[src/rtl/div_ctrl.sv]
// div_ctrl: iterative restoring DIV/DIVU sequencer for the E stage, one quotient bit per cycle.
// Define DIV_EARLY_OUT_EN to finish in one cycle when |a| < |b|.
module div_ctrl #(
    parameter int WIDTH = 32
) (
    input  logic             clk,
    input  logic             rst,
    input  logic             start,
    input  logic             signed_div,
    input  logic             annul,
    input  logic [WIDTH-1:0] a,
    input  logic [WIDTH-1:0] b,
    output logic             div_running,
    output logic             result_valid,
    output logic [WIDTH-1:0] quotient,
    output logic [WIDTH-1:0] remainder
);
    localparam int CW = $clog2(WIDTH);
    typedef enum logic [1:0] {IDLE, BUSY, DONE} stateType;
    stateType state;
    logic [CW-1:0] counter;
    logic [WIDTH-1:0] magA, magB, dvd, dvs, rem, remNext, qNext;
    logic [WIDTH:0] trial;
    logic signQ, signR, noBorrow, launch, earlyOut;
    always_comb begin
        magA = (signed_div && a[WIDTH-1]) ? -a : a;
        magB = (signed_div && b[WIDTH-1]) ? -b : b;
        launch = start && !annul;
        trial = {rem, dvd[WIDTH-1]};
        noBorrow = trial >= {1'b0, dvs};
        remNext = WIDTH'(noBorrow ? trial - {1'b0, dvs} : trial);
        qNext = {dvd[WIDTH-2:0], noBorrow};
`ifdef DIV_EARLY_OUT_EN
        earlyOut = (magA < magB) && (b != '0);
`else
        earlyOut = 1'b0;
`endif
    end
    // Held low during reset so a level start cannot request a stall.
    assign div_running = rst && ((state == IDLE && launch) || state == BUSY);
    always_ff @(posedge clk or negedge rst) begin
        if (!rst) begin
            state <= IDLE;
            counter <= '0;
            result_valid <= 1'b0;
            quotient <= '0;
            remainder <= '0;
            dvd <= '0;
            dvs <= '0;
            rem <= '0;
            signQ <= 1'b0;
            signR <= 1'b0;
        end else begin
            case (state)
                IDLE: if (launch) begin
                    signQ <= signed_div & (a[WIDTH-1] ^ b[WIDTH-1]);
                    signR <= signed_div & a[WIDTH-1];
                    dvd <= magA;
                    dvs <= magB;
                    rem <= '0;
                    counter <= '0;
                    if (b == '0 || earlyOut) begin
                        quotient <= (b == '0) ? '1 : '0;
                        remainder <= a;
                        result_valid <= 1'b1;
                        state <= DONE;
                    end else begin
                        state <= BUSY;
                    end
                end
                BUSY: if (annul) begin
                    state <= IDLE;
                end else begin
                    dvd <= qNext;
                    rem <= remNext;
                    counter <= counter + 1'b1;
                    if (counter == CW'(WIDTH - 1)) begin
                        quotient <= signQ ? -qNext : qNext;
                        remainder <= signR ? -remNext : remNext;
                        result_valid <= 1'b1;
                        state <= DONE;
                    end
                end
                default: begin
                    result_valid <= 1'b0;
                    state <= IDLE;
                end
            endcase
        end
    end
endmodule

[config.mk]
export PLATFORM = sky130hd
export DESIGN_NAME = div_ctrl
export DESIGN_NICKNAME = d
export VERILOG_FILES = /design/src/rtl/div_ctrl.sv
export SDC_FILE = /design/constraint.sdc
export NUM_CORES = 1
export LEC_CHECK = 0
export ABC_CLOCK_PERIOD_IN_PS = 4900
export BUFFER_PORTS_ARGS = -buffer_cell sky130_fd_sc_hd__buf_4
export CAP_MARGIN = 15
export CELL_PAD_IN_SITES_DETAIL_PLACEMENT = 1
export CELL_PAD_IN_SITES_GLOBAL_PLACEMENT = 1
export CORE_ASPECT_RATIO = 0.8
export CORE_MARGIN = 3
export CORE_UTILIZATION = 38
export CTS_BUF_LIST = sky130_fd_sc_hd__clkbuf_4 sky130_fd_sc_hd__clkbuf_8 sky130_fd_sc_hd__clkbuf_16
export DETAILED_ROUTE_END_ITERATION = 6
export PLACE_DENSITY = 0.77
export SLEW_MARGIN = 10
export SYNTH_ARGS = -nofsm -noshare
export SYNTH_HDL_FRONTEND = slang
export SYNTH_SLANG_ARGS = --single-unit
[constraint.sdc]
create_clock -name clk -period 4.9 [get_ports clk]
set_input_delay 0.49 -clock clk [delete_from_list [all_inputs] [get_ports clk]]
set_output_delay 0.49 -clock clk [all_outputs]
set_load 0.005 [all_outputs]
### Yosys cells after proc, flatten, opt, wreduce, memory -nomap -nowiden

Index checks and enable logic that the tools add are counted.

* logic and storage cells: 76
* register bits: 170
* input port bits: 69

* bitwise operators: 3
* magnitude comparators: 1
* equality and inequality tests: 7
* reduce and logical (&&, ||, !) cells: 15
* multiplexer cells: 34
* add/subtract/negate cells: 6

Operators with widths (count)
* 32-bit 2-to-1 mux: 17
* 32-bit case mux with 2 select lines: 4
* 32-bit negator: 4
* 33-bit by 32-bit >= comparator with 1-bit output: 1
* 32-bit logical NOT: 1
* 32-bit subtractor: 1
* 5-bit 2-to-1 mux: 2
* 5-bit case mux with 2 select lines: 1
* 2-bit 2-to-1 mux: 4
* 5-bit by 1-bit adder with 5-bit output, second input constant: 1
* 5-bit == test, second input constant: 1
* 1-bit logical AND: 5
* 5-bit AND reduction: 1
* 1-bit 2-to-1 mux: 4
* 2-bit by 1-bit inequality test with 1-bit output, second input constant: 2
* 2-bit inequality test, second input constant: 2
* 2-bit case mux with 2 select lines: 1
* 2-bit AND reduction: 2
* 4-bit AND reduction: 1
* 3-bit by 2-bit inequality test with 1-bit output, second input constant: 1
* 3-bit AND reduction: 1
* 1-bit AND: 2
* 2-bit by 1-bit == test with 1-bit output, second input constant: 1
* 2-bit logical NOT: 1
* 5 further kinds: 5

### Longest topological paths before layout

Gate-level depths: netlist of run 1.

* depth in word-level cells: 7
* depth in mapped cells: 22
* gate-level depth less buffers: 19

### Worst setup path before layout of run 1

OpenSTA, ideal clock, no wires.

* path type: register to register
* start: register rem[13]
* end: register remainder[28]
* setup time: 0.129 ns
* slack: 0.427 ns
* stages on the path, launching flop included: 22
* data arrival time: 4.344 ns
* required time: 4.771 ns
* cells stage by stage: dfrtp_1 -> ha_1 -> buf_2 -> and4_1 -> nor4b_1 -> a41oi_1 -> o31a_2 -> nand2_4 -> inv_2 -> buf_2 -> buf_2 -> mux2i_1 -> ha_1 -> nand2b_1 -> or4_1 -> nor4_1 -> a31oi_1 -> nand2b_1 -> o31ai_2 -> a21boi_1 -> xor2_1 -> o22ai_1

* cells in the longest elaborated chain, start to end: 7

RTL lines
* from (decl): RTL line 22 `logic [WIDTH-1:0] magA, magB, dvd, dvs, rem, remNext, qNext;`
* from (signal assigned): RTL line 75 `rem <= remNext;`
* 32-bit subtractor or 33-bit by 32-bit >= comparator with 1-bit output (tied branches): RTL line 31, 30
* 32-bit 2-to-1 mux (*): RTL line 31 `remNext = WIDTH'(noBorrow ? trial - {1'b0, dvs} : trial);`
* 32-bit negator: RTL line 79 `remainder <= signR ? -remNext : remNext;`
* 32-bit 2-to-1 mux (*): RTL line 79
* 32-bit 2-to-1 mux (*): RTL line 77 `if (counter == CW'(WIDTH - 1)) begin`
* 32-bit 2-to-1 mux (*): RTL line 71 `BUSY: if (annul) begin`
* 32-bit case mux with 2 select lines (*): RTL line 54 `case (state)`
* to (signal assigned): RTL line 79
* to (decl): RTL line 16 `output logic [WIDTH-1:0] remainder`

Every way passes the cells marked *; elsewhere a longest branch is shown, timed or not. The select of a mux whose other input is x is not followed.
A chain may end at the register's enable or synchronous reset.

### Worst setup path after layout of run 1

Same ends and word-level chain as after synthesis.

==> impl_results.md, run 1 <==
- Ports: around 140
- Worst path required time: 5.23 ns
- Clock share of power: about 16%
- Fin. Hold Viols: 0
- Via count: about 13000
- Worst slew pin tran: slightly above 1 ns
- CTS Buffer Depth: 2
- Worst path arrival time: 4.93 ns
- RSZ-0062 raised after global routing: no
- Total core area: 0.0321 mm2
- Remaining Overflow, GRT: 0
- Proportion of layout cells with a drive suffix above 1: 16.0%
- Clock sinks: 170
- Cell-internal power: 4260 uW
- Buffers added on ports: 134
- Crit start category: flop
- H-tree Lvls: 4
- Crit Path Max Fanout: 7
- ANT nets after route: 0
- Vias per std cell: 5.85
- P&R area growth vs syn: 17.8%
- DR pass1 iterations: 5
- Switching Share: 50.2%
- Top cells by area, synth: dfrtp_1 (34%), o21ai_0 (6.4%), nand2_1 (6.0%), a21oi_1 (5.9%), xor2_1 (5.2%)
- Post-Synth Simple-Gate Area: 21.9%
- Register Area: approximately 0.0043 mm2
- Switching Power: about 4300 uW
- Top post-synthesis cells by count: nand2_1 (203), dfrtp_1 (170), o21ai_0 (161)
- WL/cell: 21.5 um
- Ys Warns: 0
- Primary FF master, synth: dfrtp_1
- 1st-iter DRT viols: approximately 840
- Fillers: 3937
- Final min period: 4.60 ns
- # setup viols final: 0
- Clock latency on the worst-skew pair: 0.46 ns
- # rows: 58
- Gpl congestion: roughly 0.95
- Syn nets: 1699
- LEAKAGE: roughly 0.0066 uW
- Mapped Area: 0.0126 mm2
- Aggregate negative setup slack: 0 ns
- Total wire length: 46.1 mm
- Max-Cap Viols: 0
- Gate Count Post-Synth: between 1500 and 2000
- Diode count: 0
- Die Y: 169 um
- Area leader, netlist: dfrtp_1
- Synth Area per Inst: 7.92 um2
- Skew final: ~0.012 ns
- Count leader, synth: nand2_1
- CTS tree: yes
- Count of different cell masters after synthesis: 87
- Mux contribution to synthesized area: 1.94%
- DRC viols: 0
- Crit Path Category: flop to flop
- Synth top area share: 33.8%
- Vias in the first global route: 12800
- Total Routing Usage GR: 25.9%
- NumNets Final: 1821
- Synth Area in Compound Gates: between 20% and 30%
- Pwr Density: about 580 mW/mm2
- First-pass GRT wire length: approximately 73 mm
- Ys async rst share: 100%
- Status: finished clean
- CP endpoint kind: flop
- Max IR drop VDD: ~0.41 mV
- Largest family of logic cells by synthesized area: compound AO/OA/AOI/OAI gates
- Number of synthesized flops with an enable pin: 0
- Initial antenna violation count: 1
- Max-slew violations: 0
- Comb pwr share: 61.6%
- Crit path setup slack, layout: ~0.30 ns
- Post-CTS setup buffers: 0
- Worst slew margin: 30.3%
- Pre-CTS setup slack: approximately 0.21 ns
- Die area: ~0.035 mm2
- Flop-to-flop setup slack: 0.30 ns
- Sequential Power Share: about 22%
- CTS clk-pin slew, worst paths: about 0.07 ns
- Initial core utilization: about 39%
- Sequential share of the synthesized area: roughly a third
- Tcrit/Tclk final: between 90 and 100%
- Pin count of the biggest net entering global routing: 86
- Min-delay worst type: primary input to asynchronous set/reset pin
- Fmax: 0.217 GHz
- Chip Width: 210 um
- TritonCTS buffer count: 17
- Root Buffer: clkbuf_16
- #FFs+latches synth: 170
- Post-detail-place hpwl: 35.6 mm
- Adder-Cell Fraction of Synth Area: 3.93%
- Multi-input gate area: 0.00786 mm2
- Post-Synth XOR/XNOR Area: 8.96%
## layout make-up
cell class,count,area share [%]
multi-input combinational,1285,53.0
tap,420,3.54
inverter,50,1.26
clock buffer,18,2.92
sequential,170,28.7
timing repair buffer,189,9.67
clock inverter,14,0.944
## layer usage
layer / vias to the layer above / global-route usage (%) / wire length [um]
met4: 0 / 5.27 / 662
li1: 5944 / - / -
met2: 287 / 40.7 / 20800
met1: 6274 / 37.4 / 22400
met5: - / 0 / 0
met3: 41 / 4.82 / 2350
## critical path, cell delays in order (launching register included)
cell and delay, ns:
dfrtp_2 0.45, ha_2 0.34, and4_1 0.29, nor4b_2 0.18, buf_4 0.14, a41oi_1 0.27
o31a_2 0.26, nand2_4 0.08, inv_2 0.08, mux2i_2 0.25, ha_1 0.23, nand2_1 0.08
or3_1 0.37, and4b_1 0.29, a31oi_1 0.20, nand2b_4 0.25, o31ai_2 0.21, a21boi_1 0.22
xor2_1 0.18, o22ai_1 0.10
## what timing repair did
item                                    in CTS  in global routing
hold buffers                                 0                  0
endpoints found under the setup margin       0                  7
resized for setup                            0                 15
## per-stage QoR
step | instance area (um2) | utilization [%] | total power (uW) | hold slack, ns | cells
finish | 14800 | 46.3 | 8550 | 0.0821 | 2146
detailed placement | 14200 | 44.3 | 7020 | 0.471 | 2114
global placement | 14200 | 44.3 | 6910 | 0.467 | 2114
CTS | 14800 | 46.1 | 8450 | 0.128 | 2146
floorplan | 12600 | - | 5400 | 0.194 | 1591
global route | 14800 | 46.3 | 9180 | 0.137 | 2146
## placed cells by master, fill, tap and decap left out, drive strengths merged, types with 5 or more instances in the layout
master  instances
o21a            9
a31oi          29
o41ai          16
or2             6
a21oi         157
o21ai         183
ha             38
and4            5
clkinv          5
nand3          23
xor2           76
nand4          14
mux2i          21
o211ai         12
xnor2          52
nor3           37
inv            55
a22o            7
clkbuf         18
buf           189
a211oi         14
nor2          155
nor2b          12
a21o           12
and3           17
or4            17
nand2b         23
dfrtp         170
a21boi          6
or3            22
nor4           16
nand2         204
and2           14
o31ai          28
## power by group through the flow
stage | Clock (uW) | Sequential (uW) | Combinational [uW]
floorplan | 0 | 1810 | 3580
global placement | 0 | 1900 | 5020
detailed placement | 0 | 1910 | 5110
CTS | 1410 | 1890 | 5150
global route | 1470 | 1930 | 5780
finish | 1390 | 1890 | 5270
## worst paths after layout
path,from,cells after the start,endpoint
worst max-delay path,rem[13],19,remainder[28]
min in group clk,b[1],3,dvs[1]
worst min-delay path,rst,1,dvd[31]
worst max register to register,rem[13],19,remainder[28]
worst min register to register,dvs[22],2,dvs[22]
max in group asynchronous,rst,2,rem[28]
## cells by family (layout without fill, tap and decap cells)
kind of cell / count (synthesis) / count (layout)
mux: 24 / 24
flops: 170 / 170
compound gates: 514 / 514
fa+ha+maj: 39 / 39
xor+xnor: 128 / 128
simple gates: 580 / 580
buf+inv: 136 / 271
## registers in the layout, indices dropped and copies added, names as in the netlist
signal	cells
dvd	32
remainder	32
signQ	1
signR	1
counter	5
quotient	32
rem	32
result_valid	1
dvs	32
state	2
Power figures use the tool's default switching activity.
==> run 2, diff against run 1 <==
Settings changed: CTS_CLUSTER_SIZE set to 28, REMOVE_ABC_BUFFERS set to 1.
==> impl_results.md, run 2 (synthesized netlist as in run 1, its figures left out) <==
- Status: finished clean
- Min-delay worst type: primary input to asynchronous set/reset pin
- Pwr Density: 581 mW/mm2 (+0.79%)
- Fin. Hold Viols: 0 (unchanged)
- CTS tree: yes
- Cts-stage hold buffer count: 0 (unchanged)
- CP peak stage delay: 0.43 ns (-0.02 ns)
- Final core occ: 46.5% (+0.20 points)
- Root Buffer: clkbuf_16
- Max-Cap Viols: 0 (unchanged)
- WL/cell: 21.4 um (-0.63%)
- Clock latency on the worst-skew pair: 0.46 ns (about the same)
- CP endpoint kind: flop
- # setup viols final: 0 (unchanged)
- CP max stage cell: dfrtp_1
- Critical path's top delay family: simple AND/OR/NAND/NOR gates
- Most common cell after layout, fill and taps aside: nand2_1
- Die Y: 169 um (unchanged)
- Flop-to-flop setup slack: 0.33 ns (+0.03 ns)
- Total wire length: 46.0 mm (-0.39%)
- Worst path arrival time: 4.94 ns (about the same)
- Hold Slack: 0.131 ns (+0.0487 ns)
- PostCTS Resize Cnt: 0 (unchanged)
- Skew final: 0.0138 ns (+0.00188 ns)
- CTS Buffer Depth: 2 (unchanged)
- # rows: 58 (unchanged)
- Proportion of layout cells with a drive suffix above 1: 16.0% (-0.046 points)
- Tcrit/Tclk final: 93.3% (-0.53 points)
- Crit path cell chain: ha_1, and4_1, nor4b_2, buf_4, a41oi_1, o31a_2, nand2_4, inv_2, mux2i_2, ha_1, nand2_1, or3_1, and4b_1, a31oi_2, nand2b_4, nor4_1, buf_4, a21oi_1, xor2_1, o21ai_1
- Worst path required time: 5.27 ns (+0.04 ns)
- TritonCTS buffer count: 17 (unchanged)
- Initial antenna violation count: 0 (-1)
- 1st-iter DRT viols: 924 (+9.6%)
- P&R area growth vs syn: 18.3%
- DRC viols: 0 (unchanged)
- Diode count: 0 (unchanged)
- Crit start category: flop
- R2R depth: 20 (+1)
- Vias per std cell: 5.86 (+0.20%)
- Max-slew violations: 0 (unchanged)
- Post-detail-place hpwl: 35.4 mm (-0.75%)
- CTS clk-pin slew, worst paths: 0.07 ns (about the same)
- Post-CTS setup buffers: 0 (unchanged)
- Clock sinks: 170 (unchanged)
- Vias in the first global route: 12700 (-0.64%)
- Crit path buf inv count: 3 (+1)
- Final min period: 4.57 ns (-0.0259 ns)
- Crit Path Category: flop to flop
- Ports: 135 (unchanged)
- Overall power: 8660 uW (+1.2%)
- Die area: 0.0354 mm2 (unchanged)
- Gpl congestion: 0.993 (+4.0%)
- NumNets Final: 1826 (+0.27%)
- LEAKAGE: 0.00662 uW (+0.59%)
- Most frequent cells in the layout: nand2_1 (202), buf_4 (190), dfrtp_1 (170)
- DR pass1 iterations: 5 (unchanged)
- Total Routing Usage GR: 25.8% (-0.11 points)
- H-tree Lvls: 4 (unchanged)
- Fmax: 0.219 GHz (+0.57%)
- CP Depth: 20 (+1)
- ANT nets after route: 0 (unchanged)
- Buffers added on ports: 134 (unchanged)
- Fillers: 3902 (-0.89%)
- First-pass GRT wire length: 72.8 mm (-0.10%)
- Crit Path Max Fanout: 7 (unchanged)
- Max IR drop VDD: 0.429 mV (+5.2%)
- Worst slew pin tran: 1.08 ns (+0.0374 ns)
- Pin count of the biggest net entering global routing: 104 (+21%)
- Worst slew margin: 28.2% (-2.1 points)
- Chip Width: 210 um (unchanged)
- Via count: 12600 (+0.43%)
- Remaining Overflow, GRT: 0 (unchanged)
- Total core area: 0.0321 mm2 (unchanged)
- Initial core utilization: 39.3% (unchanged)
## run 2: where the power goes
part / internal, uW / switching [uW]
Combinational: 1960 / 3390
Sequential: 1620 / 272
Clock: 781 / 642
## run 2: worst paths after layout
| kind | start | end |
|---|---|---|
| min in group clk | a[11] | remainder[11] |
| hold / removal | rst | remainder[4] |
| setup reg to reg | rem[11] | remainder[30] |
| setup / recovery | rem[11] | remainder[30] |
| max in group asynchronous | rst | counter[4] |
| hold reg to reg | dvs[13] | dvs[13] |
## run 2: layout make-up
class                      instances  area, um2  share of cell area (%)
inverter                          50        188                    1.26
tap                              420        526                    3.53
timing repair buffer             194       1490                    10.0
multi-input combinational       1285       7850                    52.7
clock inverter                    12        139                   0.932
clock buffer                      20        454                    3.05
sequential                       170       4250                    28.5
## run 2: stage by stage
step / setup slack [ns] / cells / setup TNS (ns) / area, um2
4_1_cts: 0.217 / 2149 / 0 / 14800
5_1_grt: -0.0225 / 2151 / -0.0363 / 14900
2_1_floorplan: -0.122 / 1505 / -3.33 / 12200
6_report: 0.327 / 2151 / 0 / 14900
3_5_place_dp: 0.231 / 2117 / 0 / 14200
3_3_place_gp: 0.397 / 2117 / 0 / 14200
## run 2: metal layers
metal | up-vias | routed length, um | track usage [%]
li1 | 5950 | - | -
met1 | 6302 | 22400 | 37.3
met2 | 306 | 20400 | 40.1
met3 | 42 | 2530 | 5.45
met4 | 0 | 622 | 4.89
met5 | - | 0 | 0
==> run 3, diff against run 2 <==
Settings changed: CELL_PAD_IN_SITES_DETAIL_PLACEMENT 1 to not set, CELL_PAD_IN_SITES_GLOBAL_PLACEMENT 1 to not set, CORE_UTILIZATION 38 to 60, PLACE_DENSITY 0.77 to 0.87.
==> impl_results.md, run 3 (synthesized netlist as in run 1, its figures left out) <==
- P&R area growth vs syn: 15.2%
- Aggregate negative setup slack: 0 ns (unchanged)
- Total core area: 0.0202 mm2 (-37%)
- Worst slew pin tran: 1.11 ns (+0.0352 ns)
- DR pass1 iterations: 7 (+2)
- # rows: 46 (-21%)
- Status: finished with violations
- Worst path arrival time: 5.07 ns (+0.13 ns)
- Vias in the first global route: 11600 (-8.7%)
- RSZ-0062 raised after global routing: no
- Max IR drop VDD: 0.384 mV (-10%)
- Final core occ: 71.9% (+25 points)
- Crit start category: flop
- CP endpoint: remainder[26]
- WL/cell: 20.4 um (-4.5%)
- # setup viols final: 0 (unchanged)
- LEAKAGE: 0.00654 uW (-1.3%)
- Pwr Density: 573 mW/mm2 (-1.3%)
- Most common cell after layout, fill and taps aside: nand2_1
- Diode count: 0 (unchanged)
- Cell mode on critical path: ha_1
- H-tree Lvls: 4 (unchanged)
- CP endpoint kind: flop
- CTS clk-pin slew, worst paths: 0.08 ns (about the same)
- Crit Path Max Fanout: 8 (+1)
- Crit Path Category: flop to flop
- TritonCTS buffer count: 17 (unchanged)
- Skew final: 0.0204 ns (+0.00661 ns)
- Final min period: 4.75 ns (+0.181 ns)
- Max-slew violations: 0 (unchanged)
- CP peak stage delay: 0.43 ns (about the same)
- Pin count of the biggest net entering global routing: 114 (+9.6%)
- CTS tree: yes
- R2R depth: 19 (-5.0%)
- Chip Width: 168 um (-20%)
- Pre-CTS setup slack: 0.353 ns (+0.122 ns)
- Tcrit/Tclk final: 97.0% (+3.7 points)
- Worst path required time: 5.21 ns (-0.06 ns)
- Critical path's top delay family: simple AND/OR/NAND/NOR gates
- Max-Cap Viols: 0 (unchanged)
- Via count: 12700 (+1.0%)
- CP max stage cell: dfrtp_1
- Total wire length: 40.3 mm (-12%)
- Min-delay worst type: primary input to asynchronous set/reset pin
- First-pass GRT wire length: 63.4 mm (-13%)
- DRC viols: 3 (+3)
- Vias per std cell: 6.44 (+9.9%)
- Worst slew margin: 25.9% (-2.3 points)
- Fmax: 0.210 GHz (-3.8%)
- FF-to-FF Start: rem[25]
- Initial core utilization: 62.4% (+23 points)
- Initial antenna violation count: 0 (unchanged)
- NumNets Final: 1808 (-0.99%)
- Crit path setup slack, layout: 0.147 ns (-0.181 ns)
- ANT nets after route: 0 (unchanged)
- Reg2reg end: remainder[26]
- Post-detail-place hpwl: 30.0 mm (-15%)
- Die Y: 136 um (-20%)
- Die area: 0.0228 mm2 (-36%)
- Most frequent cells in the layout: nand2_1 (202), buf_4 (173), dfrtp_1 (170)
- Flop-to-flop setup slack: 0.15 ns (-0.18 ns)
- Remaining Overflow, GRT: 0 (unchanged)
- Buffers added on ports: 134 (unchanged)
- Ports: 135 (unchanged)
- Cts-stage hold buffer count: 0 (unchanged)
- Worst Setup SP: rem[25]
- CTS Buffer Depth: 2 (unchanged)
- CP Depth: 19 (-5.0%)
- Crit path cell chain: ha_1, and2_1, nor4b_1, or2_1, o31a_2, nand2_4, inv_2, mux2i_1, ha_1, nand2_1, or3_1, and4b_1, a31oi_1, nand2b_4, nor4_1, buf_4, nand2b_1, xnor2_1, o21ai_1
- Clock latency on the worst-skew pair: 0.45 ns (about the same)
- Total Routing Usage GR: 34.9% (+9.1 points)
- Proportion of layout cells with a drive suffix above 1: 14.7% (-1.3 points)
- Crit path buf inv count: 2 (-1)
- 1st-iter DRT viols: 1617 (+75%)
- Violated checks: design-rule violations
- Fin. Hold Viols: 0 (unchanged)
- Root Buffer: clkbuf_16
- Clock sinks: 170 (unchanged)
- Gpl congestion: 1.05 (+6.2%)
## run 3: cell types whose count changed in the layout (fill, tap and decap cells not counted), sizes merged
cell / previous run / this run
clkinvlp: 4 / 2
buf: 194 / 176
inv: 53 / 56
clkbuf: 20 / 18
bufinv: 2 / 0
clkinv: 3 / 6
## run 3: stage by stage
stage                     hold slack (ns)  total power (uW)  instance area, um2  std cells
after floorplan                     0.194              5280               12200       1505
after global placement              0.463              6750               13900       1944
after detailed placement            0.470              6780               13900       1944
after CTS                           0.257              8170               14500       1976
after global routing                0.263              8850               14500       1977
final                               0.182              8320               14500       1977
## run 3: how the worst min path moves through the flow
| stage | to | depth (start not counted) |
|---|---|---|
| 6_report | dvs[4] | 1 |
| 4_1_cts | dvs[4] | 1 |
| 3_3_place_gp | dvs[28] | 2 |
| 3_5_place_dp | dvs[29] | 2 |
| 2_1_floorplan | counter[0] | 0 |
| 5_1_grt | dvs[2] | 1 |
## run 3: cell type report
| cell class | count | area (um2) |
|---|---|---|
| well taps | 264 | 330 |
| clock buffers | 18 | 433 |
| clock inverters | 14 | 153 |
| repair buffers | 176 | 1350 |
| inverters | 50 | 188 |
| flip-flops and latches | 170 | 4250 |
| fillers | 1588 | 5680 |
| multi-input cells | 1285 | 7820 |
## run 3: worst register-to-register path, cell delays in order (launching register included)
cell,delay (ns)
dfrtp_1,0.43
ha_1,0.41
and2_1,0.29
nor4b_1,0.36
or2_1,0.25
o31a_2,0.24
nand2_4,0.09
inv_2,0.08
mux2i_1,0.25
ha_1,0.23
nand2_1,0.07
or3_1,0.36
and4b_1,0.31
a31oi_1,0.20
nand2b_4,0.23
nor4_1,0.29
buf_4,0.16
nand2b_1,0.12
xnor2_1,0.15
o21ai_1,0.09
## run 3: timing repair
| action | CTS | global route |
|---|---|---|
| setup buffers | 0 | 0 |
| setup endpoints to repair | 0 | 2 |
| resized for setup | 0 | 3 |
| endpoints found under the hold margin | 0 | 0 |
## run 3: per-layer routing
metal,GRT usage (%),vias up,wire [um]
li1,-,5921,-
met1,51.2,6090,17800
met2,53.4,630,17900
met3,6.77,90,3740
met4,8.77,0,868
met5,0,-,0
## run 3: where the power goes
| group | internal (uW) | switching (uW) | total (uW) |
|---|---|---|---|
| combinational | 1830 | 3240 | 5060 |
| sequential | 1610 | 282 | 1900 |
| clock | 687 | 677 | 1360 |
| total | 4130 | 4200 | 8320 |
